==> src/rtl/mem_arb.sv <==
// Memory bus arbiter: shares one burst bus between instruction line fills and
// data line fills/writebacks, with alternating priority under contention.
module mem_arb #(
    parameter int ADDR_W     = 64,
    parameter int DATA_W     = 64,
    parameter int LINE_BEATS = 8
) (
    input  logic                          clk,
    input  logic                          rst,

    input  logic                          i_req,
    input  logic [ADDR_W-1:0]             i_addr,
    output logic [DATA_W-1:0]             i_rdata,
    output logic                          i_vld,
    output logic                          i_done,

    input  logic                          d_rd,
    input  logic                          d_wr,
    input  logic [ADDR_W-1:0]             d_addr,
    input  logic [DATA_W-1:0]             d_wdata,
    output logic [$clog2(LINE_BEATS)-1:0] d_beat,
    output logic [DATA_W-1:0]             d_rdata,
    output logic                          d_vld,
    output logic                          d_done,

    output logic                          m_req,
    output logic                          m_we,
    output logic [ADDR_W-1:0]             m_addr,
    output logic [DATA_W-1:0]             m_wdata,
    input  logic                          m_ack,
    input  logic [DATA_W-1:0]             m_rdata,

    output logic                          b_rd_i,
    output logic                          b_rd,
    output logic                          b_wr
);

    localparam int CW    = $clog2(LINE_BEATS);
    localparam int BYTES = DATA_W / 8;

    typedef enum logic [1:0] {
        IDLE = 2'd0,
        I_RD = 2'd1,
        D_RD = 2'd2,
        D_WR = 2'd3
    } state_t;

    state_t          state, state_nxt;
    logic [CW-1:0]   cnt, cnt_nxt;
    logic            lg, lg_nxt;

    logic            d_any;
    logic            in_burst;
    logic            i_side;
    logic            last_beat;
    logic            beat_ack;
    logic [ADDR_W-1:0] base;
    logic [ADDR_W-1:0] offs;

    assign d_any     = d_rd | d_wr;
    assign in_burst  = (state != IDLE);
    assign i_side    = (state == I_RD);
    assign last_beat = (cnt == CW'(LINE_BEATS - 1));
    assign beat_ack  = in_burst & m_ack;

    always_ff @(posedge clk or posedge rst) begin
        if (rst) begin
            state <= IDLE;
            cnt   <= '0;
            lg    <= 1'b1;
        end else begin
            state <= state_nxt;
            cnt   <= cnt_nxt;
            lg    <= lg_nxt;
        end
    end

    // lg records the last granted side; on a tie the other side wins.
    always_comb begin
        state_nxt = state;
        cnt_nxt   = cnt;
        lg_nxt    = lg;
        unique case (state)
            IDLE: begin
                cnt_nxt = '0;
                if (i_req && (!d_any || lg)) begin
                    state_nxt = I_RD;
                    lg_nxt    = 1'b0;
                end else if (d_any) begin
                    state_nxt = d_wr ? D_WR : D_RD;
                    lg_nxt    = 1'b1;
                end
            end
            default: begin
                if (m_ack) begin
                    if (last_beat) begin
                        state_nxt = IDLE;
                        cnt_nxt   = '0;
                    end else begin
                        cnt_nxt = cnt + CW'(1);
                    end
                end
            end
        endcase
    end

    // Bases are line-aligned, so adding the beat offset never carries out of the line.
    assign base    = i_side ? i_addr : d_addr;
    assign offs    = ADDR_W'(cnt) * ADDR_W'(BYTES);

    assign m_req   = in_burst;
    assign m_we    = (state == D_WR);
    assign m_addr  = base + offs;
    assign m_wdata = d_wdata;
    assign d_beat  = cnt;

    assign i_rdata = m_rdata;
    assign d_rdata = m_rdata;
    assign i_vld   = beat_ack & i_side;
    assign d_vld   = beat_ack & ~i_side;
    assign i_done  = i_vld & last_beat;
    assign d_done  = d_vld & last_beat;

    // Stall flags cover the wait-for-grant phase and are forced low during reset.
    assign b_rd_i  = ~rst & i_req & ~i_done;
    assign b_rd    = ~rst & d_rd  & ~d_done;
    assign b_wr    = ~rst & d_wr  & ~d_done;

endmodule

==> config.mk <==
export PLATFORM = sky130hd
export DESIGN_NAME = mem_arb
export DESIGN_NICKNAME = d
export VERILOG_FILES = /design/src/rtl/mem_arb.sv
export SDC_FILE = /design/constraint.sdc
export NUM_CORES = 1
export LEC_CHECK = 0
export CAP_MARGIN = 10
export CORE_AREA = 3 3 206 208
export CTS_CLUSTER_DIAMETER = 150
export DETAILED_ROUTE_END_ITERATION = 7
export DIE_AREA = 0 0 209 211
export GPL_TIMING_DRIVEN = 0
export HOLD_SLACK_MARGIN = 0.03
export PLACE_DENSITY_LB_ADDON = 0.05
export SLEW_MARGIN = 20
export SYNTH_ARGS = -nofsm -noshare
export SYNTH_HDL_FRONTEND = slang
export SYNTH_SLANG_ARGS = --single-unit
==> constraint.sdc <==
create_clock -name clk -period 7.3 [get_ports clk]
set_input_delay 1.46 -clock clk [delete_from_list [all_inputs] [get_ports clk]]
set_output_delay 1.46 -clock clk [all_outputs]
set_load 0.05 [all_outputs]
==> run metrics <==
die span in x=209 um; Placed Cells=1603; largest net degree at the start of global routing=20; Crit path max-delay family=buffers and inverters; Pre-antenna DRT Iters=4; Hold Fails Final Rpt=0; RSZ-0062 raised after global routing=false; CP Launch Type=flop; Fin Clk Skew=4.392 ps; Max VDD drop=0.00009707 V; Reg-to-Reg Start=d_beat[1]; P&R area growth vs syn=95.54%; Final HPWL DP=26720 um; final WL=30490 um; Syn Inst Count=671; CP startpoint=state[1]; Syn Nets=939; global-route wire length before repair=~43000 um; DR vias=5855; initial DRC count=154; Slew headroom=0.5316; count of buffers from port buffering=400; H-tree lvl count=1; Min-Delay Path Class=reg2reg; status=finished, final reports clean; fin. max-slew vios=0; Clock Path Buffers=2; synth top area cells=buf_4 29%, mux2i_1 14%, xor2_1 8.2%; Num CTS Buffers=3; Final Cycle Share=0.9471; PD cells=239.3 mW/mm2; synth warn=0; antenna cells=0; core footprint=slightly above 0.04 mm2; worst skew pair latency=between 200 and 250 ps; Max Cap Violations=0; # setup viols final=0; Routed Antenna Nets=0; setup ws final=386.4 ps; Clock Tree Root=clkbuf_16; Slew @ Worst Pin=roughly 700 ps; Die Ht=211 um; cell mode on critical path=buf_2; CTS sink count=6; GP Congestion=0.6850; initial antenna violation count=0; Setup Crit Path Kind=reg2out; GRT overflow=0; final net count=1347; Post-synth EDFFs=0; layout cells sized above 1=0.2375; mean post-synth cell area=7.490 um2; post-layout util=0.2412; HP Start=state[0]; # DRC=0; FF+latch count, synth=6; vias per cell=between 3 and 4; Crit path largest cell delay=880 ps; Seq/Total Area, Yosys=0.03012; io pins=530; CP max-delay cell=clkdlybuf4s50_1; combined buffer and inverter count along the critical path=9; routed length per instance=around 19 um; Static Leak=4.256 nW; Final min period=6914 ps; row count=74; crit-path max FO=10; TritonCTS clock tree=built; Synth area leader=buf_4; vias in the first global route=6422; DIE AREA=between 0.04 and 0.05 mm2; required time worst endpoint=~5800 ps; fin cells=1610; Post-synth top flop=dfrtp_1; dpl ws=-732.5 ps; CP Cell Sequence=nand2b_1 -> buf_6 -> buf_12 -> buf_6 -> buf_2 -> buf_2 -> buf_2 -> nand2_1 -> nand2_1 -> ha_1 -> inv_1 -> fa_1 -> inv_1 -> a21o_1 -> nand4_1 -> nor4_4 -> nand3_1 -> xor2_1 -> clkdlybuf4s50_1; setup TNS=0 ps; mapped cell area=0.005026 mm2; Tot Pwr=2.352 mW; top cell type's share of synthesized area=0.2898; worst endpoint data arrival time=5450 ps; Yosys cell types=50; CP Capture Type=primary output; f_max=around 140 MHz; starting density of the core=0.1234; Total Routing Usage GR=0.1279; Worst-path clk slew=30 ps; Post-synth ARST share=1.000
cell families after synthesis:
family,share of synthesized area
flops,0.03012
xor+xnor,0.1028
buf+inv,0.3249
compound gates,0.05302
mux,0.1974
simple gates,0.2753
fa+ha+maj,0.01643
flip-flops by register name, indices dropped and copies added (netlist names):
name and cells:
lg 1, state 2, d_beat 3
timing repair:
| action | CTS | global route |
|---|---|---|
| pin swaps | 1 | 1 |
| resized for setup | 2 | 3 |
| buffers inserted | 2 | 2 |
| endpoints found under the setup margin | 48 | 7 |
| hold buffers | 0 | 0 |
| hold endpoints to repair | 0 | 0 |
through the flow:
stage / area (um2) / hold slack [ps]
2_1_floorplan: 5026 / 502.6
3_3_place_gp: 9696 / 566.5
3_5_place_dp: 9696 / 570.0
4_1_cts: 9808 / 576.6
5_1_grt: 9828 / 592.0
6_report: 9828 / 571.7
placed cells by master (no fill, tap or decap), drive strengths merged, types with 2 or more instances in the layout:
| master | n |
|---|---|
| clkdlybuf4s50 | 399 |
| buf | 214 |
| nand2 | 105 |
| mux2i | 86 |
| xor2 | 47 |
| and3 | 38 |
| nand3 | 34 |
| nor2 | 24 |
| a31oi | 14 |
| nand4 | 14 |
| xnor2 | 12 |
| inv | 8 |
| nor4 | 8 |
| nor3 | 7 |
| and2 | 7 |
| clkbuf | 6 |
| a21oi | 5 |
| ha | 5 |
| dfrtp | 5 |
| o2111ai | 5 |
| o211ai | 4 |
| o21ai | 4 |
| nand2b | 3 |
| nand4b | 3 |
| nand3b | 2 |
| mux2 | 2 |
| nor4b | 2 |
| or3 | 2 |
| nor3b | 2 |
per-layer routing:
layer	vias to the layer above	global-route usage	routed length (um)
met5	-	0	0
met4	0	0.004388	24
met3	4	0.02748	1964
met2	247	0.2330	15410
met1	2679	0.1639	13090
li1	2925	-	-
synth_stat cells (4+ instances only):
master	number
xnor2_1	12
a31oi_1	14
nor3_1	7
mux2i_4	6
buf_4	194
o211ai_1	4
mux2i_1	71
mux2i_2	9
nand4_1	13
xor2_1	47
ha_1	5
inv_1	8
and2_1	7
dfrtp_1	5
buf_2	10
nor4_4	6
nand2_1	103
nor2_1	24
buf_6	4
a21oi_1	5
nand3_1	32
and3_1	38
power breakdown:
part	total, mW	switching, mW	internal, mW
logic	2.18	1.40	0.787
clock network	0.0922	0.0197	0.0726
registers	0.0747	0.0237	0.0510
cell type report:
cell class / instances / area (um2)
plain buffers: 212 / 1603
clock buffers: 4 / 78.83
fillers: 4515 / 30910
inverters: 8 / 30.03
multi-input cells: 444 / 3251
flip-flops and latches: 6 / 151.4
well taps: 532 / 665.6
repair buffers: 404 / 4049
final timing paths:
kind / to / slack (ps) / cells past startpoint
min reg2reg: state[0] / 570 / 1
max in group asynchronous: lg / 5490 / 2
min: state[0] / 570 / 1
max reg2reg: state[1] / 5970 / 4
max: m_addr[59] / 390 / 19
min in group asynchronous: d_beat[2] / 1530 / 2
(Power assumes the default switching activity.)
